$ cat src/rtl/mask_window_gen_if.sv
// rtl/mask_window_gen_if.sv - pixel-in / window-out bundle for mask_window_gen
//
// Signals:
//   pix_valid, pix_ready, pix_sof, pix_data      raster-order mask pixel stream
//   win, win_valid, win_x, win_y, frame_done     registered window output
// Modports:
//   master : upstream side (drives pixels, observes windows)
//   slave  : mask_window_gen side
interface mask_window_gen_if #(
    parameter int N_SIZE     = 5,
    parameter int COLORS     = 1,
    parameter int IMG_WIDTH  = 640,
    parameter int IMG_HEIGHT = 480
);
    localparam int XW = $clog2(IMG_WIDTH);
    localparam int YW = $clog2(IMG_HEIGHT);

    logic                                         pix_valid;
    logic                                         pix_ready;
    logic                                         pix_sof;
    logic [COLORS-1:0]                            pix_data;
    logic [0:N_SIZE-1][0:N_SIZE-1][COLORS-1:0]    win;
    logic                                         win_valid;
    logic [XW-1:0]                                win_x;
    logic [YW-1:0]                                win_y;
    logic                                         frame_done;

    modport master (
        output pix_valid, pix_sof, pix_data,
        input  pix_ready, win, win_valid, win_x, win_y, frame_done
    );

    modport slave (
        input  pix_valid, pix_sof, pix_data,
        output pix_ready, win, win_valid, win_x, win_y, frame_done
    );
endinterface

$ cat src/rtl/mask_window_gen.sv
// rtl/mask_window_gen.sv - streaming N_SIZE x N_SIZE colour-mask window generator
//
// Ports:
//   clk        system clock, rising edge
//   rst_n      asynchronous active-low reset
//   bus        mask_window_gen_if.slave: pixel stream in, window stream out
//              win[i][j] = pixel (win_x+j-C, win_y+i-C), out-of-frame taps 0
//   frame_cnt  completed frames, wrapping      (MASK_WINDOW_STATUS_EN only)
//   abort_cnt  mid-frame sof aborts, saturating (MASK_WINDOW_STATUS_EN only)
//
// Optional feature macro: MASK_WINDOW_STATUS_EN
module mask_window_gen #(
    parameter int N_SIZE     = 5,
    parameter int COLORS     = 1,
    parameter int IMG_WIDTH  = 640,
    parameter int IMG_HEIGHT = 480
) (
    input  logic                clk,
    input  logic                rst_n,
    mask_window_gen_if.slave    bus
`ifdef MASK_WINDOW_STATUS_EN
    ,
    output logic [15:0]         frame_cnt,
    output logic [7:0]          abort_cnt
`endif
);
    localparam int C    = N_SIZE / 2;
    localparam int XW   = $clog2(IMG_WIDTH);
    localparam int YW   = $clog2(IMG_HEIGHT);
    // Pushes needed before the first centre is complete; also the flush length.
    localparam int LEAD = C * IMG_WIDTH + C;
    localparam int LW   = $clog2(LEAD + 1);

    localparam logic [XW-1:0] X_LAST  = XW'(IMG_WIDTH - 1);
    localparam logic [YW-1:0] Y_LAST  = YW'(IMG_HEIGHT - 1);
    localparam logic [LW-1:0] LEAD_V  = LW'(LEAD);
    localparam logic [LW-1:0] FL_LAST = LW'(LEAD - 1);

    typedef enum logic [1:0] {IDLE, RUN, FLUSH} state_t;

    typedef logic [0:N_SIZE-1][0:N_SIZE-1][COLORS-1:0] win_t;

    state_t             state, state_n;
    logic               pix_ready;
    logic               start;
    logic               push;
    logic               emit;
    logic               lead_done;

    logic [XW-1:0]      px;
    logic [YW-1:0]      py;
    logic [LW-1:0]      lead_cnt;
    logic [LW-1:0]      fl_cnt;
    logic [XW-1:0]      cen_x;
    logic [YW-1:0]      cen_y;

    logic [XW-1:0]      wr_x;
    logic [COLORS-1:0]  push_data;
    logic [COLORS-1:0]  col [0:N_SIZE-1];

    // Line buffers hold the previous N_SIZE-1 lines, lb[0] being the newest.
    logic [COLORS-1:0]  lb [0:N_SIZE-2][0:IMG_WIDTH-1];
    win_t               sr;
    win_t               nsr;
    win_t               win_n;
    logic [N_SIZE-1:0]  row_ok;
    logic [N_SIZE-1:0]  col_ok;

    win_t               win_r;
    logic               win_valid_r;
    logic               frame_done_r;
    logic [XW-1:0]      win_x_r;
    logic [YW-1:0]      win_y_r;

    assign bus.pix_ready  = pix_ready;
    assign bus.win        = win_r;
    assign bus.win_valid  = win_valid_r;
    assign bus.win_x      = win_x_r;
    assign bus.win_y      = win_y_r;
    assign bus.frame_done = frame_done_r;

    assign lead_done = (lead_cnt == LEAD_V);
    // A restart pixel is always (0,0) and never completes a window of the old frame.
    assign emit      = push && !start && lead_done;
    assign wr_x      = start ? '0 : px;
    assign push_data = (state == FLUSH) ? '0 : bus.pix_data;

    always_ff @(posedge clk or negedge rst_n) begin
        if (!rst_n) begin
            state <= IDLE;
        end else begin
            state <= state_n;
        end
    end

    // pix_ready is 1 in IDLE and RUN, so pix_valid alone means accept there.
    always_comb begin
        state_n   = state;
        pix_ready = 1'b1;
        start     = 1'b0;
        push      = 1'b0;
        case (state)
            IDLE: begin
                if (bus.pix_valid && bus.pix_sof) begin
                    start   = 1'b1;
                    push    = 1'b1;
                    state_n = RUN;
                end
            end
            RUN: begin
                if (bus.pix_valid) begin
                    push = 1'b1;
                    if (bus.pix_sof) begin
                        start = 1'b1;
                    end else if (px == X_LAST && py == Y_LAST) begin
                        state_n = FLUSH;
                    end
                end
            end
            FLUSH: begin
                pix_ready = 1'b0;
                push      = 1'b1;
                if (fl_cnt == FL_LAST) begin
                    state_n = IDLE;
                end
            end
            default: state_n = IDLE;
        endcase
    end

    // Column entering the window: oldest line at row 0, the pushed pixel at row N_SIZE-1.
    always_comb begin
        for (int i = 0; i < N_SIZE - 1; i++) begin
            col[i] = lb[N_SIZE-2-i][wr_x];
        end
        col[N_SIZE-1] = push_data;
    end

    always_comb begin
        nsr = '0;
        for (int i = 0; i < N_SIZE; i++) begin
            for (int j = 0; j < N_SIZE - 1; j++) begin
                nsr[i][j] = sr[i][j+1];
            end
            nsr[i][N_SIZE-1] = col[i];
        end
    end

    // The shift window is addressed linearly, so taps that wrap into the
    // neighbouring line or fall before/after the frame hold foreign or stale
    // data; the centre coordinates decide which taps are genuine.
    always_comb begin
        row_ok = '0;
        col_ok = '0;
        win_n  = '0;
        for (int i = 0; i < N_SIZE; i++) begin
            row_ok[i] = (int'(cen_y) + i - C >= 0) && (int'(cen_y) + i - C < IMG_HEIGHT);
            col_ok[i] = (int'(cen_x) + i - C >= 0) && (int'(cen_x) + i - C < IMG_WIDTH);
        end
        for (int i = 0; i < N_SIZE; i++) begin
            for (int j = 0; j < N_SIZE; j++) begin
                win_n[i][j] = (row_ok[i] && col_ok[j]) ? nsr[i][j] : '0;
            end
        end
    end

    // Datapath storage needs no reset: border masking hides its contents.
    always_ff @(posedge clk) begin
        if (push) begin
            lb[0][wr_x] <= push_data;
            for (int k = 1; k < N_SIZE - 1; k++) begin
                lb[k][wr_x] <= lb[k-1][wr_x];
            end
            sr <= nsr;
        end
    end

    always_ff @(posedge clk or negedge rst_n) begin
        if (!rst_n) begin
            px       <= '0;
            py       <= '0;
            lead_cnt <= '0;
            fl_cnt   <= '0;
            cen_x    <= '0;
            cen_y    <= '0;
        end else begin
            if (start) begin
                px       <= XW'(1);
                py       <= '0;
                lead_cnt <= LW'(1);
                cen_x    <= '0;
                cen_y    <= '0;
            end else if (push) begin
                if (px == X_LAST) begin
                    px <= '0;
                    if (state == RUN && py != Y_LAST) begin
                        py <= py + 1'b1;
                    end
                end else begin
                    px <= px + 1'b1;
                end
                if (!lead_done) begin
                    lead_cnt <= lead_cnt + 1'b1;
                end
                if (emit) begin
                    if (cen_x == X_LAST) begin
                        cen_x <= '0;
                        if (cen_y != Y_LAST) begin
                            cen_y <= cen_y + 1'b1;
                        end
                    end else begin
                        cen_x <= cen_x + 1'b1;
                    end
                end
            end
            fl_cnt <= (state == FLUSH) ? fl_cnt + 1'b1 : '0;
        end
    end

    always_ff @(posedge clk or negedge rst_n) begin
        if (!rst_n) begin
            win_r        <= '0;
            win_valid_r  <= 1'b0;
            frame_done_r <= 1'b0;
            win_x_r      <= '0;
            win_y_r      <= '0;
        end else begin
            win_valid_r  <= emit;
            frame_done_r <= emit && cen_x == X_LAST && cen_y == Y_LAST;
            if (emit) begin
                win_r   <= win_n;
                win_x_r <= cen_x;
                win_y_r <= cen_y;
            end
        end
    end

`ifdef MASK_WINDOW_STATUS_EN
    logic abort;

    assign abort = start && (state == RUN);

    always_ff @(posedge clk or negedge rst_n) begin
        if (!rst_n) begin
            frame_cnt <= '0;
            abort_cnt <= '0;
        end else begin
            if (frame_done_r) begin
                frame_cnt <= frame_cnt + 1'b1;
            end
            if (abort && abort_cnt != 8'hFF) begin
                abort_cnt <= abort_cnt + 1'b1;
            end
        end
    end
`endif
endmodule

$ cat src/flat_wrapper.sv
// flat-port wrapper written by rule: the top's interface ports become plain ports
module mask_window_gen_flat 
#(
    parameter int N_SIZE     = 5,
    parameter int COLORS     = 1,
    parameter int IMG_WIDTH  = 640,
    parameter int IMG_HEIGHT = 480
)
  (clk, rst_n, bus_pix_valid, bus_pix_sof, bus_pix_data, bus_pix_ready, bus_win, bus_win_valid, bus_win_x, bus_win_y, bus_frame_done);
  mask_window_gen_if #(.N_SIZE(N_SIZE), .COLORS(COLORS), .IMG_WIDTH(IMG_WIDTH), .IMG_HEIGHT(IMG_HEIGHT)) bus_i ();
  input  logic clk;
  input  logic rst_n;
  input wire logic [$bits(bus_i.pix_valid)-1:0] bus_pix_valid;
  input wire logic [$bits(bus_i.pix_sof)-1:0] bus_pix_sof;
  input wire logic [$bits(bus_i.pix_data)-1:0] bus_pix_data;
  output wire logic [$bits(bus_i.pix_ready)-1:0] bus_pix_ready;
  output wire logic [$bits(bus_i.win)-1:0] bus_win;
  output wire logic [$bits(bus_i.win_valid)-1:0] bus_win_valid;
  output wire logic [$bits(bus_i.win_x)-1:0] bus_win_x;
  output wire logic [$bits(bus_i.win_y)-1:0] bus_win_y;
  output wire logic [$bits(bus_i.frame_done)-1:0] bus_frame_done;
  assign bus_i.pix_valid = bus_pix_valid;
  assign bus_i.pix_sof = bus_pix_sof;
  assign bus_i.pix_data = bus_pix_data;
  assign bus_pix_ready = bus_i.pix_ready;
  assign bus_win = bus_i.win;
  assign bus_win_valid = bus_i.win_valid;
  assign bus_win_x = bus_i.win_x;
  assign bus_win_y = bus_i.win_y;
  assign bus_frame_done = bus_i.frame_done;
  mask_window_gen #(.N_SIZE(N_SIZE), .COLORS(COLORS), .IMG_WIDTH(IMG_WIDTH), .IMG_HEIGHT(IMG_HEIGHT)) u_core (.clk(clk), .rst_n(rst_n), .bus(bus_i));
endmodule
$ cat config.mk
export PLATFORM = sky130hd
export DESIGN_NAME = mask_window_gen_flat
export DESIGN_NICKNAME = d
export VERILOG_FILES = /design/src/rtl/mask_window_gen_if.sv /design/src/rtl/mask_window_gen.sv /design/src/flat_wrapper.sv
export SDC_FILE = /design/constraint.sdc
export NUM_CORES = 2
export LEC_CHECK = 0
export CORE_MARGIN = 1.5
export CORE_UTILIZATION = 60
export DETAILED_ROUTE_END_ITERATION = 8
export HOLD_SLACK_MARGIN = 0.15
export PLACE_DENSITY_LB_ADDON = 0.05
export RECOVER_POWER = 100
export SYNTH_ARGS = -nofsm -noshare
export SYNTH_HDL_FRONTEND = slang
export SYNTH_SLANG_ARGS = --single-unit
$ cat constraint.sdc
create_clock -name clk -period 42.4 [get_ports clk]
set_input_delay 6.36 -clock clk [delete_from_list [all_inputs] [get_ports clk]]
set_output_delay 6.36 -clock clk [all_outputs]
set_load 0.02 [all_outputs]
==> summary.md <==
| Metric | Value |
|---|---|
| Critical path endpoint category | flop |
| FF+latch count, synth | 2688 |
| Number of primary I/O pins | 52 |
| Logic gate share of total power | 0.206 |
| Post-CTS Setup Bufs | 0 |
| Clock root buffer master | clkbuf_16 |
| DIE AREA | 0.1871 mm2 |
| Slowest CP cell | clkbuf_1 |
| Final std cells w/o fill | 10250 |
| Total GRT Usage | 0.4102 |
| Post-route ant nets | 0 |
| Initial antenna violation count | 30 |
| Peak supply drop | 0.08742 mV |
| Cells traversed along the worst timing path | dlygate4sd3_1 > nand3b_1 > clkbuf_1 > clkbuf_1 > clkbuf_1 > nand2_1 > clkbuf_1 > a211oi_1 > o41ai_1 > o2111ai_1 > o211ai_1 > o211ai_1 > clkbuf_1 > buf_4 > buf_4 |
| Slew @ Worst Pin | 9.681 ns |
| Flop-to-flop setup slack | 19.94 ns |
| Setup CP Type | in -> reg |
| WL/cell | 37.66 um |
| Number of DRC markers in iteration 0 | 13600 |
| F_max | 35.43 MHz |
| Row cnt | 157 |
| P_sw | 2263 uW |
| Top post-synthesis cells by area | edfxtp_1 (70%), nor2_1 (2.8%), dfrtp_1 (2.4%) |
| Hold_buf cts | 0 |
| GR Overflow Total | 0 |
| Post-synthesis cell count | 7657 |
| CTS clk-pin slew, worst paths | 0.06 ns |
| Fraction of registers with async set/reset | 0.04018 |
| Flop pwr share | 0.474 |
| Setup tns final | 0 ns |
| Hold Path Origin | u_core.nsr[1]$_DFFE_PP_ |
| Endpoints failing setup | 0 |
| Worst path most repeated cell | clkbuf_1 |
| Area grow syn2layout | 9.639% |
| Worst hold path class | reg -> reg |
| Status | finished with violations |
| Final WL | 386000 um |
| Area after DPL | 0.1135 mm2 |
| RSZ-0062 raised after global routing | false |
| Fin. max-slew vios | 3630 |
| Post-synth EDFFs | 2580 |
| Max_cap viols | 85 |
| Hold Path End | u_core.nsr[2]$_DFFE_PP_ |
| Worst path max stage delay | 4.19 ns |
| CTS buffer count | 290 |
| Pwr Density | 60.16 mW/mm2 |
| Final non-filler cell area | 0.1214 mm2 |
| Critical Path Source Type | primary input |
| Die Height | 432.6 um |
| Vias in the first global route | 70250 |
| Area share of the largest cell type after synthesis | 0.6998 |
| Clock skew | 0.05437 ns |
| Tmin final | 28.23 ns |
| Net Count, Synth | 7697 |
| Buffers on Ports | 51 |
| Sw Share | 0.3099 |
| Clock sink count | 2688 |
| Hold Crit Depth | 0 |
| Most frequent cells in the layout | edfxtp_1 (2580), nor2_1 (826), nand3_1 (377) |
| Clk network pwr share | 0.320 |
| Average size of a mapped cell | 14.46 um2 |
| CP max FO | 117 |
| RePlAce Congestion | 0.9459 |
| Synth Cell Area | 0.1107 mm2 |
| Share of cells above drive strength 1 | 0.09543 |
| Reg2reg end | u_core.lb[2][333]$_DFFE_PP_ |
| Dpl hpwl | 214800 um |
| Final Cycle Share | 0.6657 |
| Core area | 0.1833 mm2 |
| Number of detailed-route iterations in the first pass | 9 |
| Nets@finish | 7606 |
| Synth cell types | 102 |
| Placed Cells | 9738 |
| Crit Reg-Reg Startpoint | u_core.state[1]$_DFFE_PN0P_ |
| Post-cts sizing count | 0 |
| Total number of vias | 75760 |
| Clock latency at the later pin of the worst-skew pair | 0.96 ns |
| Post-synthesis sequential area ratio | 0.7242 |
| Power Internal | 5039 uW |
| Critical Path RT | 42.98 ns |
| Failing checks | capacitance limit, slew limit |
| R2R cell count | 14 |
| DRC viols | 0 |
| Die width | 432.6 um |
| Worst slack at placement | 27.04 ns |
| Clock tree buffer depth | 4 |
| Top_reg_cell synth | edfxtp_1 |
| Initial Utilization | 0.6041 |
| Via density | 7.392 |
| Fin worst setup slack | 14.17 ns |
| Global-route wire length before repair | 538300 um |
| Leading cell type in the layout, fill and taps excluded | edfxtp_1 |
| Synth warn | 0 |
| CTS tree | built |
| Largest net degree at the start of global routing | 258 |
| Total Power | 7302 uW |
| Static leakage | 0.03852 uW |
| H-tree levels | 5 |
| Synth area leader | edfxtp_1 |
| Worst Path Arrival | 28.81 ns |
| Slew Limit Headroom | -5.454 |
| Final Hold Vio Count | 0 |
==> routing by layer <==
layer,up-vias,track usage,part of all wire
li1,29970,-,-
met1,37710,0.5652,0.35
met2,6749,0.5763,0.43
met3,1302,0.1350,0.16
met4,30,0.2312,0.063
met5,-,0,0.00054
==> layout make-up <==
class	count	area, um2
antenna	31	77.57
inverter	78	297.8
sequential	2688	80190
multi-input combinational	4234	27210
fill	12990	61890
clock buffer	356	7660
timing repair buffer	274	2079
clock inverter	124	782.0
tap	2464	3083
==> critical path, delay by kind of cell <==
family	cells	cell delay, ns
simple gates	2	3.94
buf+inv	8	14.90
compound gates	5	3.03
==> registers in the layout (all words and copies together), names as in the netlist <==
register	flops
u_core.bus.frame_done	1
u_core.bus.win	25
u_core.bus.win_valid	1
u_core.bus.win_x	10
u_core.bus.win_y	9
u_core.cen_x	10
u_core.cen_y	9
u_core.fl_cnt	11
u_core.lb	2560
u_core.lead_cnt	11
u_core.nsr	20
u_core.px	10
u_core.py	9
u_core.state	2
==> per-stage QoR <==
| step | utilization | hold slack (ns) |
|---|---|---|
| floorplan | - | 0.4268 |
| global placement | 0.6193 | 0.4311 |
| detailed placement | 0.6193 | 0.4366 |
| CTS | 0.6653 | 0.4502 |
| global route | 0.6619 | 0.4566 |
| finish | 0.6623 | 0.4550 |
==> synth_stat cells (34+ instances only) <==
master,n
mux4_2,43
nor2_1,833
mux2i_1,171
nand4_1,71
inv_1,77
nand3_1,378
buf_1,67
buf_2,214
a222oi_1,43
a22oi_1,160
a41oi_1,45
a21oi_1,277
o21ai_0,282
xor2_1,34
mux2_2,122
o211ai_1,40
edfxtp_1,2580
a221o_1,45
a31oi_1,69
xnor2_1,37
a211oi_1,98
buf_6,36
a22o_1,36
a221oi_1,106
buf_4,35
clkbuf_1,303
dfrtp_1,108
ha_1,35
o221ai_1,54
nor3_1,107
o22ai_1,130
and3_1,108
nand2_1,312
==> worst max-delay path by stage <==
stage,startpoint,to,cells after the start
floorplan,bus_pix_sof,u_core.lb[1][0]$_DFFE_PP_,14
finish,bus_pix_valid,u_core.lb[2][333]$_DFFE_PP_,15
detailed placement,bus_pix_valid,u_core.lb[2][416]$_DFFE_PP_,18
global route,bus_pix_valid,u_core.lb[2][347]$_DFFE_PP_,15
CTS,bus_pix_valid,u_core.lb[2][416]$_DFFE_PP_,18
global placement,bus_pix_valid,u_core.lb[2][416]$_DFFE_PP_,18
==> power by group through the flow <==
stage | Sequential [uW] | Clock (uW) | Combinational, uW
6_report | 3460 | 2330 | 1510
5_1_grt | 3460 | 2430 | 1520
4_1_cts | 3400 | 2330 | 1450
3_5_place_dp | 3460 | 0 | 1450
3_3_place_gp | 3460 | 0 | 1430
2_1_floorplan | 3840 | 0 | 737
==> cell families after synthesis <==
| group | Yosys count | synth area share |
|---|---|---|
| AND/OR/NAND/NOR | 2040 | 0.08564 |
| flip-flops | 2688 | 0.7242 |
| XOR/XNOR | 71 | 0.005617 |
| buffers and inverters | 735 | 0.03117 |
| AO/OA/AOI/OAI | 1743 | 0.1119 |
| multiplexers | 343 | 0.03736 |
| adder cells (fa/ha/maj) | 37 | 0.004136 |
(Power assumes the default switching activity.)
